$ cat config.mk
export PLATFORM = sky130hd
export DESIGN_NAME = bu_writeback_router
export DESIGN_NICKNAME = d
export VERILOG_FILES = /design/src/rtl/ntt_pkg.sv /design/src/rtl/ntt_sideband_delay.sv /design/src/rtl/bu_writeback_router.sv
export SDC_FILE = /design/constraint.sdc
export NUM_CORES = 1
export LEC_CHECK = 0
export BUFFER_PORTS_ARGS = -buffer_cell sky130_fd_sc_hd__buf_2
export CAP_MARGIN = 20
export CORE_AREA = 2 2 240 242
export DETAILED_ROUTE_END_ITERATION = 10
export DIE_AREA = 0 0 242 244
export RECOVER_POWER = 25
export SLEW_MARGIN = 15
export SYNTH_ARGS = -nofsm -noshare
export SYNTH_HDL_FRONTEND = slang
export SYNTH_SLANG_ARGS = --single-unit
$ cat constraint.sdc
create_clock -name clk_i -period 6.3 [get_ports clk_i]
set_input_delay 0 -clock clk_i [delete_from_list [all_inputs] [get_ports clk_i]]
set_output_delay 0 -clock clk_i [all_outputs]
set_load 0.05 [all_outputs]
$ cat src/rtl/ntt_pkg.sv
// Shared NTT constants, types and the write-back routing helpers used by the butterfly datapath.
// The upstream address generator keys off the same len constants.
package ntt_pkg;

  localparam int NUM_BU      = 8;
  localparam int NUM_SLOT    = 2 * NUM_BU;
  localparam int COEFF_WIDTH = 12;

  typedef logic [COEFF_WIDTH-1:0] coeff_t;
  typedef coeff_t lane_arr_t [NUM_BU];
  typedef coeff_t slot_arr_t [NUM_SLOT];

  localparam logic [7:0] LEN_MIN = 8'd2;
  localparam logic [7:0] LEN_32  = 8'd32;
  localparam logic [7:0] LEN_64  = 8'd64;
  localparam logic [7:0] LEN_128 = 8'd128;

  // Legal layer lengths are the powers of two from 2 to 128.
  function automatic logic len_legal(input logic [7:0] len);
    return (len >= LEN_MIN) && ((len & (len - 8'd1)) == 8'd0);
  endfunction

  // Source lane for write slot (slot = 2*bram + port): 0..7 selects X_k, 8..15 selects Y_(k-8).
  function automatic logic [3:0] route_src(input logic [7:0] len, input int slot);
    logic [3:0] s;
    logic [3:0] src;
    s = 4'(slot);
    if (len == LEN_128)
      src = s;
    else if (len == LEN_64)
      src = {s[1], s[3], s[0], s[2]};
    else if ((len == LEN_32) || (s[3:2] != 2'b00))
      src = {s[1], s[3], s[2], s[0]};
    else
      src = {s[0], 2'b00, s[1]};
    return src;
  endfunction

  function automatic slot_arr_t route_wb(input logic [7:0] len, input lane_arr_t x, input lane_arr_t y);
    slot_arr_t  r;
    logic [3:0] src;
    for (int i = 0; i < NUM_SLOT; i++) begin
      src  = route_src(len, i);
      r[i] = src[3] ? y[src[2:0]] : x[src[2:0]];
    end
    return r;
  endfunction

endpackage

$ cat src/rtl/ntt_sideband_delay.sv
// Fixed-depth shift register carrying a beat's sideband alongside the butterfly pipeline.
// Synchronous reset and clear both empty every stage.
module ntt_sideband_delay #(
  parameter int DEPTH = 4,
  parameter int WIDTH = 8
) (
  input  logic             clk_i,
  input  logic             rst_i,
  input  logic             clr_i,
  input  logic [WIDTH-1:0] d_i,
  output logic [WIDTH-1:0] q_o
);

  genvar gi;
  generate
    for (gi = 0; gi < DEPTH; gi++) begin : g_stage
      logic [WIDTH-1:0] stage_reg;
      if (gi == 0) begin : g_head
        always_ff @(posedge clk_i) begin
          if (rst_i || clr_i) stage_reg <= '0;
          else                stage_reg <= d_i;
        end
      end else begin : g_tail
        always_ff @(posedge clk_i) begin
          if (rst_i || clr_i) stage_reg <= '0;
          else                stage_reg <= g_stage[gi-1].stage_reg;
        end
      end
    end
  endgenerate

  assign q_o = g_stage[DEPTH-1].stage_reg;

endmodule

$ cat src/rtl/bu_writeback_router.sv
// Selects NTT/iNTT butterfly results, undoes the chooser permutation for the beat's len and
// drives the 8 dual-port BRAM write ports; counts beats per layer and flags illegal len.
module bu_writeback_router
  import ntt_pkg::*;
#(
  parameter int DATA_WIDTH      = 13,
  parameter int ADDR_WIDTH      = 5,
  parameter int BU_LAT          = 4,
  parameter int BEATS_PER_LAYER = 16
) (
  input  logic                  clk_i,
  input  logic                  rst_i,
  input  logic                  valid_i,
  input  logic [7:0]            len_i,
  input  logic                  is_ntt_i,
  input  logic [ADDR_WIDTH-1:0] addr_a_i,
  input  logic [ADDR_WIDTH-1:0] addr_b_i,
  input  logic                  flush_i,
  input  logic [DATA_WIDTH-2:0] a_ntt_i   [NUM_BU],
  input  logic [DATA_WIDTH-2:0] b_ntt_i   [NUM_BU],
  input  logic [DATA_WIDTH-2:0] a_intt_i  [NUM_BU],
  input  logic [DATA_WIDTH-2:0] b_intt_i  [NUM_BU],
  output logic [DATA_WIDTH-2:0] wdata_a_o [NUM_BU],
  output logic [DATA_WIDTH-2:0] wdata_b_o [NUM_BU],
  output logic [ADDR_WIDTH-1:0] waddr_a_o,
  output logic [ADDR_WIDTH-1:0] waddr_b_o,
  output logic                  we_o,
  output logic                  layer_done_o,
  output logic                  len_err_o
);

  localparam int CW    = DATA_WIDTH - 1;
  localparam int SB_W  = 10 + 2 * ADDR_WIDTH;
  localparam int CNT_W = (BEATS_PER_LAYER > 1) ? $clog2(BEATS_PER_LAYER) : 1;
  localparam logic [CNT_W-1:0] LAST_BEAT = CNT_W'(BEATS_PER_LAYER - 1);

  logic [SB_W-1:0]       sb_q;
  logic                  d_valid;
  logic [7:0]            d_len;
  logic                  d_is_ntt;
  logic [ADDR_WIDTH-1:0] d_addr_a;
  logic [ADDR_WIDTH-1:0] d_addr_b;

  // Stage BU_LAT of the delay line lines up with the butterfly outputs of the same beat.
  ntt_sideband_delay #(
    .DEPTH (BU_LAT),
    .WIDTH (SB_W)
  ) u_sideband (
    .clk_i (clk_i),
    .rst_i (rst_i),
    .clr_i (flush_i),
    .d_i   ({valid_i, len_i, is_ntt_i, addr_a_i, addr_b_i}),
    .q_o   (sb_q)
  );

  assign {d_valid, d_len, d_is_ntt, d_addr_a, d_addr_b} = sb_q;

  logic [CW-1:0] lane_x    [NUM_BU];
  logic [CW-1:0] lane_y    [NUM_BU];
  logic [CW-1:0] slot_data [NUM_SLOT];

  genvar gi;
  generate
    for (gi = 0; gi < NUM_BU; gi++) begin : g_lane
      assign lane_x[gi] = d_is_ntt ? a_ntt_i[gi] : a_intt_i[gi];
      assign lane_y[gi] = d_is_ntt ? b_ntt_i[gi] : b_intt_i[gi];
    end
    for (gi = 0; gi < NUM_SLOT; gi++) begin : g_slot
      logic [3:0] src;
      assign src           = route_src(d_len, gi);
      assign slot_data[gi] = src[3] ? lane_y[src[2:0]] : lane_x[src[2:0]];
    end
  endgenerate

  logic             len_ok;
  logic             write_fire;
  logic [CNT_W-1:0] beat_cnt_reg;

  assign len_ok     = len_legal(d_len);
  assign write_fire = d_valid && len_ok;

  // Flush clears the output stage too, so nothing writes in the cycle after a flush.
  always_ff @(posedge clk_i) begin
    if (rst_i || flush_i) begin
      we_o         <= 1'b0;
      layer_done_o <= 1'b0;
      len_err_o    <= 1'b0;
      waddr_a_o    <= '0;
      waddr_b_o    <= '0;
      beat_cnt_reg <= '0;
      for (int j = 0; j < NUM_BU; j++) begin
        wdata_a_o[j] <= '0;
        wdata_b_o[j] <= '0;
      end
    end else begin
      we_o         <= write_fire;
      layer_done_o <= write_fire && (beat_cnt_reg == LAST_BEAT);
      len_err_o    <= d_valid && !len_ok;
      waddr_a_o    <= write_fire ? d_addr_a : '0;
      waddr_b_o    <= write_fire ? d_addr_b : '0;
      for (int j = 0; j < NUM_BU; j++) begin
        wdata_a_o[j] <= write_fire ? slot_data[2*j]   : '0;
        wdata_b_o[j] <= write_fire ? slot_data[2*j+1] : '0;
      end
      if (write_fire)
        beat_cnt_reg <= (beat_cnt_reg == LAST_BEAT) ? '0 : beat_cnt_reg + 1'b1;
    end
  end

endmodule

# == Word-level counts from Yosys, hierarchy flattened ==
# Cells that the tools add are included.
# totals
reg_bits,289
output_inout_bits,205
input_bits,407
word_cells,211
# op_classes
bitwise,16
n_reduce_logical,8
n_lt_le_gt_ge,15
eq_ne,4
addsub,2
n_mux,140
# op_table
operator,n
2-to-1 mux 12 bit,86
binary-select mux 12 bit (select 3 bit),28
>= comparator 4 bit (second input constant),14
2-to-1 mux 4 bit,14
inverter 3 -> 4 bit,14
2-to-1 mux 2 bit,8
2-to-1 mux 3 bit,4
bitwise AND 8 bit,1
== test 8 x 6 -> 1 bit (second input constant),1
== test 8 x 7 -> 1 bit (second input constant),1
== test 8 bit (second input constant),1
>= comparator 8 x 2 -> 1 bit (second input constant),1
logical NOT 8 bit,1
subtractor 8 x 1 -> 8 bit (second input constant),1
adder 4 x 1 -> 4 bit (second input constant),1
== test 4 bit (second input constant),1
logical AND 1 bit,4
OR reduction 2 bit,1
logical NOT 1 bit,1
logical OR 1 bit,1
inverter 1 bit,1

# == Logic depth before layout (Yosys ltp) ==
# depth
word_depth,9
depth_mapped,8
ltp_nobuf,6

# == Modules after synthesis ==
# A second synthesis with hierarchy kept.
# unflattened
hier_cells,1279
area_unflattened_um2,13312.8
# modules_own_cells
module,area_per_inst_um2,cells_per_inst,instances
bu_writeback_router,10507.6,1101,1
ntt_sideband_delay,2805.2,178,1

# == Worst setup path after synthesis ==
# Ideal clock, no wire load.
# synth_path
path_type,flip-flop to flip-flop
from,register u_sideband.g_stage[3].stage_reg[12] (netlist: u_sideband.q_o[12])
to,register wdata_b_o[42] (netlist bit)
path_stages_with_launch,8
arrival_time_ps,2084
setup_time_ps,117
synth_period_minus_slack_ps,2201
slack_ps,4099
required_ps,6183
path_buffers,2
path_cell_list,dfxtp_1 -> or4_1 -> buf_2 -> nor4b_4 -> buf_4 -> mux4_2 -> a21oi_1 -> nor2_1
# synth_between
elab_chain_cells,8
word_cells_on_any_way,20
# synth_rtl
item,line_no,source
from (decl),ntt_sideband_delay.sv:17,logic [WIDTH-1:0] stage_reg;
from (signal assigned),ntt_sideband_delay.sv:26,else stage_reg <= g_stage[gi-1].stage_reg;
== test 8 x 7 -> 1 bit,--,
2-to-1 mux 2 bit,ntt_pkg.sv:30,else if (len == LEN_64)
2-to-1 mux 4 bit,ntt_pkg.sv:28,if (len == LEN_128)
inverter 3 -> 4 bit (implied by the code),bu_writeback_router.sv:71,assign slot_data[gi] = src[3] ? lane_y[src[2:0]] : lane_x[src[2:0]];
binary-select mux 12 bit (select 3 bit),bu_writeback_router.sv:71,
2-to-1 mux 12 bit (implied by the code) (2 in a row),bu_writeback_router.sv:71,
2-to-1 mux 12 bit,bu_writeback_router.sv:71,
"to (signal, indexed assignment)",bu_writeback_router.sv:103,wdata_b_o[j] <= write_fire ? slot_data[2*j+1] : '0;
to (decl),bu_writeback_router.sv:24,"output logic [DATA_WIDTH-2:0] wdata_b_o [NUM_BU],"
# Several ways; a longest one is shown, not always the timed one. The select of a mux whose other input is x is not followed.
# A chain may end at the register's enable or synchronous reset.

# == Worst setup path in the final report ==
# layout_path
from,register u_sideband.g_stage[3].stage_reg[12] (netlist: u_sideband.q_o[12])
to,register wdata_a_o[6] (netlist bit)
# layout_between
elab_chain_cells,8
word_cells_on_any_way,20
# layout_rtl
item,line_no,source
== test 8 x 7 -> 1 bit,--,
2-to-1 mux 2 bit,ntt_pkg.sv:30,
2-to-1 mux 2 bit,ntt_pkg.sv:28,
inverter 3 -> 4 bit (implied by the code),bu_writeback_router.sv:71,
binary-select mux 12 bit (select 3 bit),bu_writeback_router.sv:71,
2-to-1 mux 12 bit (implied by the code) (2 in a row),bu_writeback_router.sv:71,
2-to-1 mux 12 bit,bu_writeback_router.sv:71,
"to (signal, indexed assignment)",bu_writeback_router.sv:102,wdata_a_o[j] <= write_fire ? slot_data[2*j] : '0;
to (decl),bu_writeback_router.sv:23,"output logic [DATA_WIDTH-2:0] wdata_a_o [NUM_BU],"
# Several ways; a longest one is shown, not always the timed one. The select of a mux whose other input is x is not followed.

==> impl_metrics.json <==
{
  "layout_cell_share_with_drive_strength_beyond_1": 0.3707,
  "grt_first_pass_wirelength_um": 86670,
  "final.setup.worst_slack_ns": 2.405,
  "dpl_worst_slack_ns": 2.747,
  "clk_transition_reported_paths_ns": 0.07,
  "worst_ep_required_time_ns": 6.79,
  "post-synth-top-area-cell": "sky130_fd_sc_hd__dfxtp_1",
  "setup_violations": 0,
  "drt_iter0_markers": 537,
  "run_status": "complete, no violations",
  "simple_gate_fraction_of_synth_area": 0.1501,
  "place.detailed.hpwl_um": 40350,
  "timing.setup.critical_path_class": "reg -> reg",
  "synth-edff-count": 0,
  "initial_antenna_violation_count": 10,
  "layout_common_cells": "sky130_fd_sc_hd__buf_2 (567), sky130_fd_sc_hd__dlygate4sd3_1 (451), sky130_fd_sc_hd__dfxtp_1 (288)",
  "worst_setup_path_start_kind": "register",
  "maximum_clock_insertion_buffer_count": 3,
  "synth_compound_area_frac": 0.1045,
  "first_global_vias": 14250,
  "post-route-drc-count": 0,
  "syn_to_final_growth_pct": 70.79,
  "initial_utilization": 0.2345,
  "num_vias": 13650,
  "postSynthRegisterBits": 289,
  "synthesis.nets": 1615,
  "placementRows": 87,
  "worst_setup_path_end_kind": "register",
  "power_leakage_uw": 0.009641,
  "wl_um": 59620,
  "fin_worst_skew_ns": 0.01503,
  "cp_max_fo": 61,
  "slew_headroom": 0.3293,
  "cts_htree_levels": 2,
  "clock_tree_root_buffer_cell": "sky130_fd_sc_hd__clkbuf_16",
  "avgViaCountPerCell": 4.546,
  "post-synth-top-area-fraction": 0.4392,
  "synth_mux_area_frac": 0.2648,
  "setup-tns-final_ns": 0,
  "vdd_ir_drop_max_mv": 0.1824,
  "die-width_um": 242,
  "worst_path_largest_cell_delay_ns": 0.68,
  "n_fill_cell": 5468,
  "worstMarginPinSlew_ns": 1.006,
  "synth_top_flop_cell": "sky130_fd_sc_hd__dfxtp_1",
  "number_of_buffers_inserted_by_port_buffering": 611,
  "ys_seq_area_frac": 0.4392,
  "worst_ep_arrival_time_ns": 4.38,
  "leading_cell_type_in_the_layout_fill_and_taps_excluded": "sky130_fd_sc_hd__buf_2",
  "floorplan.die.height_um": 244,
  "cts_buffers": 36,
  "power.density_cell_area_nw_per_um2": 198.8,
  "post_synth_instance_area_um2": 13170,
  "yosysWarnings": 0,
  "min_period_over_period": 0.6183,
  "drt_pass1_iterations": 5,
  "main_combinational_cell_family_by_area_after_synthesis": "multiplexers",
  "asyncSetResetFlopFracSynth": 0,
  "floorplan.core_area_um2": 56170,
  "cts_tree": "yes",
  "nNetsFinal": 2627,
  "synthXorXnorAreaFrac": 0.001995,
  "hold_viol_final": 0,
  "avgSynthCellArea_um2": 10.91,
  "worstHoldPathType": "in -> reg",
  "cts_resized": 0,
  "clock_insertion_delay_worst_skew_ns": 0.55,
  "routed_wire_length_per_instance_um": 19.85,
  "synthesis.instances": 1207,
  "final_report_max_slew_violation_count": 0,
  "netlist-cell-type-count": 48,
  "cts_sinks": 289,
  "min_clock_period_post_route_ns": 3.895,
  "drv_cap": 0,
  "grt_max_degree": 108,
  "pin_count": 612,
  "grt_setup_unrepaired": "no",
  "synth_fa_ha_area_frac": 0.0009498,
  "ant_nets": 0,
  "fp.dieArea_um2": 59050,
  "gp_congestion": 0.9963,
  "crit_path_cell_trace": "or4_1 > a211oi_2 > or3_1 > nand4_4 > buf_4 > a211oi_1 > dlygate4sd3_1",
  "synth.top_cells.by_area": "sky130_fd_sc_hd__dfxtp_1 (44%), sky130_fd_sc_hd__mux4_2 (14%), sky130_fd_sc_hd__mux2i_1 (7.2%)",
  "r2r_slack_ns": 2.40,
  "grt_overflow": 0,
  "slowest_stage": "sky130_fd_sc_hd__or4_1",
  "track_usage": 0.1929,
  "fmaxAchievable_ghz": 0.2567
}
[per-layer routing]
metal	wire (µm)	track usage
met5	69	0
met4	2907	0.09967
met3	4292	0.05191
met2	29190	0.3332
met1	23160	0.2184
[worst max-delay path, delay by kind of cell (launching register included)]
kind	cells	cell delay, ns
buffers and inverters	2	1.20
AOI/OAI and AO/OA	2	0.63
DFF	1	0.36
and+or+nand+nor	3	1.51
[cell usage after synthesis, types with 3 or more instances]
cell type / count
sky130_fd_sc_hd__dfxtp_1: 289
sky130_fd_sc_hd__nor2_1: 140
sky130_fd_sc_hd__and2_1: 126
sky130_fd_sc_hd__mux2i_1: 95
sky130_fd_sc_hd__mux4_2: 80
sky130_fd_sc_hd__nand2_1: 77
sky130_fd_sc_hd__mux2_2: 56
sky130_fd_sc_hd__a21oi_1: 48
sky130_fd_sc_hd__clkbuf_1: 48
sky130_fd_sc_hd__a211oi_2: 45
sky130_fd_sc_hd__a211oi_1: 38
sky130_fd_sc_hd__buf_2: 36
sky130_fd_sc_hd__nor3_1: 22
sky130_fd_sc_hd__o22ai_1: 13
sky130_fd_sc_hd__o21ai_0: 11
sky130_fd_sc_hd__buf_1: 9
sky130_fd_sc_hd__buf_6: 7
sky130_fd_sc_hd__nand3_1: 6
sky130_fd_sc_hd__nor2b_1: 6
sky130_fd_sc_hd__o211ai_1: 6
sky130_fd_sc_hd__a221oi_1: 5
sky130_fd_sc_hd__and3_1: 4
sky130_fd_sc_hd__mux4_1: 4
sky130_fd_sc_hd__or3_1: 4
sky130_fd_sc_hd__buf_4: 3
[cell type report]
type | count | area [µm²] | area share
Clock inverter | 13 | 182.7 | 0.008120
Sequential cell | 289 | 5789 | 0.2573
Inverter | 3 | 11.26 | 0.0005005
Multi-Input combinational cell | 812 | 6895 | 0.3065
Tap cell | 756 | 945.9 | 0.04204
Timing Repair Buffer | 1077 | 7655 | 0.3402
Antenna cell | 5 | 12.51 | 0.0005561
Clock buffer | 48 | 1006 | 0.04471
[final timing paths]
| path | start | cells past startpoint | endpoint |
|---|---|---|---|
| worst max-delay path | u_sideband.q_o[12] | 7 | wdata_a_o[6] |
| worst max register to register | u_sideband.q_o[12] | 7 | wdata_a_o[6] |
| worst min register to register | u_sideband.g_stage[0].stage_reg[13] | 1 | u_sideband.g_stage[1].stage_reg[13] |
| worst min-delay path | a_ntt_i[83] | 4 | wdata_b_o[95] |
[cell families after synthesis]
logic type | after synthesis
xor gates and xnor gates | 3
adders and majority gates | 1
and+or+nand+nor | 400
buffers and inverters | 106
AOI/OAI and AO/OA | 173
muxes | 235
DFF | 289
[power by group]
part / switching [µW] / internal (µW)
Clock: 855 / 1260
Combinational: 194 / 332
Sequential: 1.68 / 1840
[per-stage QoR]
stage	std cells	instance area [µm²]	hold slack, ns	util	power (µW)
CTS	2998	22540	0.001169	0.4013	4528
finish	3003	22500	0.03259	0.4005	4473
detailed placement	2486	16840	0.2055	0.2998	2196
global placement	2486	16840	0.2070	0.2998	2191
floorplan	1207	13170	0.1217	-	2006
global route	3003	22500	0.02984	0.4005	4640
[repair_timing]
item	4_1_cts	5_1_grt
setup buffers	0	0
hold buffers	451	0
endpoints found under the hold margin	212	0
Power figures use the tool's default switching activity.
